**config.mk**
```make
export PLATFORM = sky130hd
export DESIGN_NAME = serial_compare_ctrl_flat
export DESIGN_NICKNAME = d
export VERILOG_FILES = /design/src/rtl/serial_cmp_pkg.sv /design/src/rtl/serial_compare_ctrl_if.sv /design/src/rtl/bit_compare_cell.sv /design/src/rtl/serial_compare_ctrl.sv /design/src/flat_wrapper.sv
export SDC_FILE = /design/constraint.sdc
export NUM_CORES = 1
export LEC_CHECK = 0
export ABC_AREA = 1
export ABC_CLOCK_PERIOD_IN_PS = 2000
export CORE_ASPECT_RATIO = 2
export CORE_MARGIN = 3
export CORE_UTILIZATION = 36
export CTS_CLUSTER_SIZE = 24
export DETAILED_ROUTE_END_ITERATION = 7
export GPL_TIMING_DRIVEN = 0
export PLACE_DENSITY = 0.61
export SYNTH_ARGS = -nofsm -noshare
export SYNTH_HDL_FRONTEND = slang
export SYNTH_SLANG_ARGS = --single-unit
```
**constraint.sdc**
```tcl
create_clock -name clk -period 2 [get_ports clk]
set_clock_uncertainty 0.1 [all_clocks]
set_input_delay 0.5 -clock clk [delete_from_list [all_inputs] [get_ports clk]]
set_output_delay 0.5 -clock clk [all_outputs]
set_load 0.01 [all_outputs]
```
**src/rtl/serial_cmp_pkg.sv**
```systemverilog
// Shared types and sizing helpers for the bit-serial magnitude comparator.
package serial_cmp_pkg;

    // Controller states.
    typedef enum logic [1:0] {
        IDLE = 2'd0,
        RUN  = 2'd1,
        DONE = 2'd2
    } state_t;

    // Operand width used when an instance does not override it.
    localparam int DEFAULT_WIDTH = 8;

    // Bit index register width. A 1-bit operand still needs a 1-bit index.
    function automatic int idx_width(input int w);
        return (w > 1) ? $clog2(w) : 1;
    endfunction

endpackage

```
**src/rtl/serial_compare_ctrl_if.sv**
```systemverilog
// Request/result bundle between a comparison requester and the serial comparator.
interface serial_compare_ctrl_if
    import serial_cmp_pkg::*;
#(
    parameter int WIDTH = DEFAULT_WIDTH
);
    logic             start;
    logic [WIDTH-1:0] a;
    logic [WIDTH-1:0] b;
    logic             busy;
    logic             done;
    logic             eq;
    logic             gt;
    logic             lt;

    // Requester side: issues operands and start, observes status and result.
    modport master (
        output start, a, b,
        input  busy, done, eq, gt, lt
    );

    // Comparator side.
    modport slave (
        input  start, a, b,
        output busy, done, eq, gt, lt
    );
endinterface

```
**src/rtl/bit_compare_cell.sv**
```systemverilog
// Cascaded 1-bit magnitude compare cell. Once a higher bit has decided the
// outcome (eq_in low), the incoming gt/lt verdict passes through unchanged.
module bit_compare_cell (
    input  logic eq_in,
    input  logic gt_in,
    input  logic lt_in,
    input  logic a,
    input  logic b,
    output logic eq,
    output logic gt,
    output logic lt
);
    assign eq = eq_in & ~(a ^ b);
    assign gt = eq_in ? (a & ~b) : gt_in;
    assign lt = eq_in ? (~a & b) : lt_in;
endmodule

```
**src/rtl/serial_compare_ctrl.sv**
```systemverilog
// Bit-serial magnitude comparator controller: latches two operands on start,
// walks them MSB-first through one compare cell, and stops at the first
// differing bit. Result flags are registered and valid while done is high.
module serial_compare_ctrl
    import serial_cmp_pkg::*;
#(
    parameter int WIDTH = DEFAULT_WIDTH
) (
    input logic                 clk,
    input logic                 rst,
    serial_compare_ctrl_if.slave bus
);
    localparam int              IDXW    = idx_width(WIDTH);
    localparam logic [IDXW-1:0] IDX_MSB = IDXW'(WIDTH - 1);

    state_t           state_q;
    state_t           state_d;
    logic [WIDTH-1:0] a_sh;
    logic [WIDTH-1:0] b_sh;
    logic [IDXW-1:0]  idx_q;
    logic             eq_q;
    logic             gt_q;
    logic             lt_q;

    logic             a_bit;
    logic             b_bit;
    logic             cell_eq;
    logic             cell_gt;
    logic             cell_lt;
    logic             load;
    logic             step;
    logic             last_step;

    // A 1-bit operand has only bit 0; avoid selecting with a wider index.
    generate
        if (WIDTH == 1) begin : g_single_bit
            assign a_bit = a_sh[0];
            assign b_bit = b_sh[0];
        end else begin : g_multi_bit
            assign a_bit = a_sh[idx_q];
            assign b_bit = b_sh[idx_q];
        end
    endgenerate

    bit_compare_cell u_cell (
        .eq_in (eq_q),
        .gt_in (gt_q),
        .lt_in (lt_q),
        .a     (a_bit),
        .b     (b_bit),
        .eq    (cell_eq),
        .gt    (cell_gt),
        .lt    (cell_lt)
    );

    // The walk ends on the LSB or as soon as the bits have differed.
    assign last_step = (idx_q == '0) || !cell_eq;

    // State register.
    always_ff @(posedge clk or posedge rst) begin
        // NOTE: non-blocking assignments here so every flop samples pre-edge values.
        if (rst) state_q <= IDLE;
        else     state_q <= state_d;
    end

    // Next-state and datapath control decode.
    always_comb begin
        // NOTE: defaults first so no path leaves a signal unassigned (no latches).
        state_d = state_q;
        load    = 1'b0;
        step    = 1'b0;
        unique case (state_q)
            IDLE: begin
                if (bus.start) begin
                    load    = 1'b1;
                    state_d = RUN;
                end
            end
            RUN: begin
                step = 1'b1;
                if (last_step) state_d = DONE;
            end
            DONE:    state_d = IDLE;
            default: state_d = IDLE;
        endcase
    end

    // Operand capture, index walk and result registers.
    always_ff @(posedge clk or posedge rst) begin
        // NOTE: datapath registers are few and reset too, so an aborted run leaves no stale result.
        if (rst) begin
            a_sh  <= '0;
            b_sh  <= '0;
            idx_q <= '0;
            eq_q  <= 1'b0;
            gt_q  <= 1'b0;
            lt_q  <= 1'b0;
        end else if (load) begin
            a_sh  <= bus.a;
            b_sh  <= bus.b;
            idx_q <= IDX_MSB;
            eq_q  <= 1'b1;
            gt_q  <= 1'b0;
            lt_q  <= 1'b0;
        end else if (step) begin
            eq_q <= cell_eq;
            gt_q <= cell_gt;
            lt_q <= cell_lt;
            if (!last_step) idx_q <= idx_q - 1'b1;
        end
    end

    assign bus.busy = (state_q == RUN);
    assign bus.done = (state_q == DONE);
    assign bus.eq   = eq_q;
    assign bus.gt   = gt_q;
    assign bus.lt   = lt_q;
endmodule

```
**src/flat_wrapper.sv**
```systemverilog
// flat-port wrapper written by rule: the top's interface ports become plain ports
module serial_compare_ctrl_flat import serial_cmp_pkg::*;
#(
    parameter int WIDTH = DEFAULT_WIDTH
)
  (clk, rst, bus_start, bus_a, bus_b, bus_busy, bus_done, bus_eq, bus_gt, bus_lt);
  serial_compare_ctrl_if #(.WIDTH(WIDTH)) bus_i ();
  input logic clk;
  input logic rst;
  input wire logic [$bits(bus_i.start)-1:0] bus_start;
  input wire logic [$bits(bus_i.a)-1:0] bus_a;
  input wire logic [$bits(bus_i.b)-1:0] bus_b;
  output wire logic [$bits(bus_i.busy)-1:0] bus_busy;
  output wire logic [$bits(bus_i.done)-1:0] bus_done;
  output wire logic [$bits(bus_i.eq)-1:0] bus_eq;
  output wire logic [$bits(bus_i.gt)-1:0] bus_gt;
  output wire logic [$bits(bus_i.lt)-1:0] bus_lt;
  assign bus_i.start = bus_start;
  assign bus_i.a = bus_a;
  assign bus_i.b = bus_b;
  assign bus_busy = bus_i.busy;
  assign bus_done = bus_i.done;
  assign bus_eq = bus_i.eq;
  assign bus_gt = bus_i.gt;
  assign bus_lt = bus_i.lt;
  serial_compare_ctrl #(.WIDTH(WIDTH)) u_core (.clk(clk), .rst(rst), .bus(bus_i));
endmodule
```
======== Word-level counts from Yosys, hierarchy flattened ========
Index checks and enable logic that the tools add are counted.
W data, S select, Z words.
cells by class
  div/mod/pow operators ................... 0
  multiplexer cells ....................... 21
  reductions and logical operators ........ 9
  $mul .................................... 0
  $lt $le $gt $ge ......................... 1
  shift-type cells ........................ 0
  equal/unequal tests ..................... 5
  add/sub/neg operators ................... 1
  bitwise gates (word level) .............. 7
operators with widths
  operator               count
  $mux W1                13
  $mux W3                3
  $bmux W1 S3            2
  $reduce_and A2 Y1      3
  $lt A3 B4 Y1 const B   1
  $mux W2                2
  $ne A2 B1 Y1 const B   2
  $pmux W2 S2            1
  $reduce_bool A2 Y1     2
  $and A1 B1 Y1          3
  $logic_not A3 Y1       1
  $not A1 Y1             3
  $sub A3 B1 Y3 const B  1
  $eq A2 B1 Y1 const B   1
  $eq A2 B2 Y1 const B   1
  $logic_not A2 Y1       1
  $ne A2 B2 Y1 const B   1
  $logic_not A1 Y1       1
  $logic_or A1 B1 Y1     1
  $xor A1 B1 Y1          1
storage, ports and cells
  RAM bits ................................ 0
  latch bits .............................. 0
  word-level logic and storage cells ...... 51
  bits in registers ....................... 24
  ROM bits ................................ 0
  memories ................................ 0
  output and inout bits ................... 5
  bits of input ports ..................... 19

======== Depth between registers and ports, before layout ========
  word-level depth ........................ 10
  depth in mapped cells ................... 14
  gate-level depth less buffers ........... 13

======== Cells and area by module ========
A second synthesis with hierarchy kept.
second synthesis, totals
  cell total of the unflattened synthesis .. 166
  area, all modules ....................... 1270.0 µm²
modules (own cells, without submodules)
  module               area an instance (µm²)  times used  cells an instance
  serial_compare_ctrl  1203.7                  1           153
  bit_compare_cell     66.3                    1           13

======== Worst setup path before layout ========
No wires, ideal clock.
  path type ............................... reg-to-reg
  start point ............................. register u_core.idx_q[0]
  end point ............................... register u_core.idx_q[0]
  stages on the path, launching flop included .. 15
  path slack .............................. 249 ps
  arrival time ............................ 1583 ps
  clock period less this slack ............ 1751 ps
  data required time ...................... 1832 ps
  cells stage by stage .................... dfrtp_1 buf_4 inv_2 nand2_1 nand3_1 nand2_1 nand2_1 nand2_1 ha_1 nand2_1 inv_1 nand2_1 nor2_1 nand2_1 nand3_1
on the way
  longest elaborated chain between the ends .. 9
  elaborated cells on any way between the ends .. 16
RTL lines
  item                                   line                                                  RTL
  start, declared                        serial_compare_ctrl.sv:20                             logic [IDXW-1:0] idx_q;
  start signal, assigned                 serial_compare_ctrl.sv:109                            if (!last_step) idx_q <= idx_q - 1'b1;
  $bmux W1 S3, on equally long branches  serial_compare_ctrl.sv:40, serial_compare_ctrl.sv:41
  $mux W1, on equally long branches      serial_compare_ctrl.sv:40, serial_compare_ctrl.sv:41
  $xor A1 B1 Y1                          bit_compare_cell.sv:13                                assign eq = eq_in & ~(a ^ b);
  $not A1 Y1                             bit_compare_cell.sv:13
  $and A1 B1 Y1                          bit_compare_cell.sv:13
  $logic_not A1 Y1                       serial_compare_ctrl.sv:57                             assign last_step = (idx_q == '0) || !cell_eq;
  $logic_or A1 B1 Y1                     serial_compare_ctrl.sv:57
  $ne A2 B1 Y1 (no line)                 -
  $reduce_and A2 Y1 (no line)            -
Several ways; a longest one is shown, not always the timed one. The select of a mux whose other input is x is not followed.
A chain may end at the register's enable or synchronous reset.

======== Final worst setup path ========
  start point ............................. register u_core.state_q[1]
  end point ............................... output port bus_done
on the way
  longest elaborated chain between the ends .. 1
RTL lines
  item                    line                        RTL
  start, declared         serial_compare_ctrl.sv:16   state_t state_q;
  start signal, assigned  serial_compare_ctrl.sv:63   else state_q <= state_d;
  $eq A2 B2 Y1            serial_compare_ctrl.sv:114  assign bus.done = (state_q == DONE);
  end, declared           flat_wrapper.sv:14          output wire logic [$bits(bus_i.done)-1:0] bus_done;
Every way passes these cells.

==> reports/results.ini <==
[logic_synthesis]
post_synth_xor_area_fraction_pct=0.684
synth_cell_types=19
synthArstFlopShare_pct=100
syn_nets=185
yosysTopAreaCell=dfrtp_1
synth.area.top_cells=dfrtp_1 47%, nand2_1 12%, inv_1 6.4%, nand3_1 5.9%, nor2_1 5.9%
synth_edf_count=0
synthTopCellsByCount=42 x nand2_1, 24 x dfrtp_1, 22 x inv_1
synth-compound-area-share_pct=9.86
muxShareOfSynthArea_pct=0
yosysMostFrequentCell=nand2_1
synth_top_family_by_area=simple AND/OR/NAND/NOR gates
synth_adder_area_share_pct=3.91
ys_seq_elements=24
synth.cell_area_sq_mm=0.00128
syn-mean-instance-area_sq_um=7.91
ys.flop_type=dfrtp_1
synth_warnings=0
yosys.area_share.simple_pct=27.1
syn_inst=162
yosysTopAreaCellShare_pct=46.9
ys_seq_area_share_pct=46.9

[final_layout]
antenna_cells=0
nets=213
syn2layout_area_growth_pct=29.6
fillCellCount=340
final_cell_area_sq_mm=0.00166
post-route-util_pct=48.6
layout-drive-gt1-share_pct=16.9

[global_route]
grt_max_degree=25
overflow=0
grt_pass1_wl_um=4360
first_global_vias=1020
grt_usage_pct=13.5
antenna_found_initial=0

[clock_tree]
insertion_delay_ns=0.26
clock_path_buffers=2
cts-hold-fix-buffers=0
cts-htree-levels=1
cts_sinks=24
cts_tree=done
cts_inserted_buffers=3
clk_pin_slew_ns=0.08
cts_root_buffer=clkbuf_8

[die]
num_rows=30
dieArea_sq_mm=0.00435
initial_core_util_pct=37.5
io_pins=24
fp.coreArea_sq_mm=0.00342
dieHeight_um=90.4
die_x_um=48.2

[sta]
timing.fmax_mhz=518
timing.final.crit_period_ns=1.93
max_slew_margin_pct=40.9
worst_pin_slew_ns=0.886
finalMaxSlewViolations=0
setup_viol=0
setup_tns_ns=0
setup_slack_ns=0.0684
layout_worst_path_cycle_share_pct=96.6
final-hold-violation-count=0

[power_and_ir_drop]
total_leakage_power_nw=0.832
cellPowerDensity_mw_per_mm2=1460
vdd_drop_max_v=0.000745

[detailed_routing]
vias_per_cell=4.51
wl_met1_um=966
drtPass1Iterations=4
first_iter_violations=20
routedWlPerCell_um=10.7
drtAntennaViolNets=0
wl_met3_um=87
drt_wl_total_um=2540
top_layer=met4
drc=0
vias=1070
route.met2.wl_um=1430

[placed_design]
dpl_worst_slack_ns=-0.00507
io_buffers=23
gp_congestion=0.744
placed_area_sq_mm=0.00157
place_hpwl_um=1970

[min_path]
hp-class=reg -> reg

[setup_path]
crit_fanout=3
start_kind=register
crit_type=reg -> out
required_ns=1.40
crit_arrival_ns=1.33
endpoint_kind=output port

[job]
max_cap_viol_count=0

[status]
status=completed

==> where the power goes <==
group	internal (mW)	leakage [nW]	switching (mW)
Combinational	0.535	0.535	0.783
Clock	0.176	0.0288	0.145
Sequential	0.699	0.268	0.0875
Total	1.41	0.832	1.02
==> layout make-up <==
type / instances / area (sq um) / share of cell area (%)
tap: 48 / 60.1 / 3.62
buffer: 6 / 53.8 / 3.24
inverter: 26 / 105 / 6.33
clock buffer: 4 / 55.1 / 3.32
sequential: 24 / 602 / 36.2
timing repair buffer: 23 / 229 / 13.8
multi-input combinational: 106 / 556 / 33.5
==> sequential cells by signal, summed over array words and instances (netlist names) <==
signal          count
u_core.bus.eq       1
u_core.state_q      2
u_core.idx_q        3
u_core.a_sh         8
u_core.b_sh         8
u_core.bus.lt       1
u_core.bus.gt       1
==> critical path, stage by stage (launching register included) <==
cell and delay (ns):
dfrtp_1 0.38, inv_2 0.07, nor2_1 0.08, clkdlybuf4s50_1 0.54
==> layout by cell type, fill, tap and decap left out, types with 4 or more instances in the layout <==
cell / count
a21oi_2: 7
clkdlybuf4s50_1: 22
dfrtp_1: 23
inv_1: 20
nand3_1: 14
nor2_1: 19
a21oi_1: 9
inv_2: 5
clkbuf_8: 4
nand2_1: 41
==> metrics by stage <==
stage,total power [mW],hold slack [ns],cells
3_5_place_dp,2.02,0.402,233
6_report,2.43,0.413,237
2_1_floorplan,1.70,0.380,162
5_1_grt,2.69,0.440,237
3_3_place_gp,1.98,0.397,233
4_1_cts,2.35,0.420,237
==> worst paths after layout <==
| kind | from | end | slack, ns | cells after the start |
|---|---|---|---|---|
| max | u_core.state_q[1]$_DFFE_PP0P_ | bus_done | 0.07 | 3 |
| min | u_core.a_sh[6]$_DFFE_PP0P_ | u_core.a_sh[6]$_DFFE_PP0P_ | 0.41 | 2 |
| max reg2reg | u_core.idx_q[0]$_DFFE_PP0P_ | u_core.idx_q[2]$_DFFE_PP0P_ | 0.16 | 14 |
| min reg2reg | u_core.a_sh[6]$_DFFE_PP0P_ | u_core.a_sh[6]$_DFFE_PP0P_ | 0.41 | 2 |
| max in group asynchronous | rst | u_core.idx_q[1]$_DFFE_PP0P_ | 0.57 | 2 |
| min in group asynchronous | rst | u_core.a_sh[7]$_DFFE_PP0P_ | 0.63 | 2 |
==> repair_timing <==
item,4_1_cts,5_1_grt
pin swaps,0,1
gates resized for setup,2,10
endpoints found under the hold margin,0,0
endpoints found under the setup margin,4,5
gates cloned,0,0
setup buffers,0,0
==> layer usage <==
layer | GRT usage, % | vias up
li1 | - | 549
met5 | 0 | -
met3 | 1.80 | 5
met4 | 5.39 | 0
met1 | 15.1 | 494
met2 | 23.5 | 22
==> logic make-up (layout without fill, tap and decap cells) <==
logic type      after synthesis  after routing
simple gates                 81             81
flops                        24             24
fa+ha+maj                     4              4
buf+inv                      32             59
compound gates               20             20
xor+xnor                      1              1
No activity file was read; power rests on OpenSTA's default activity.
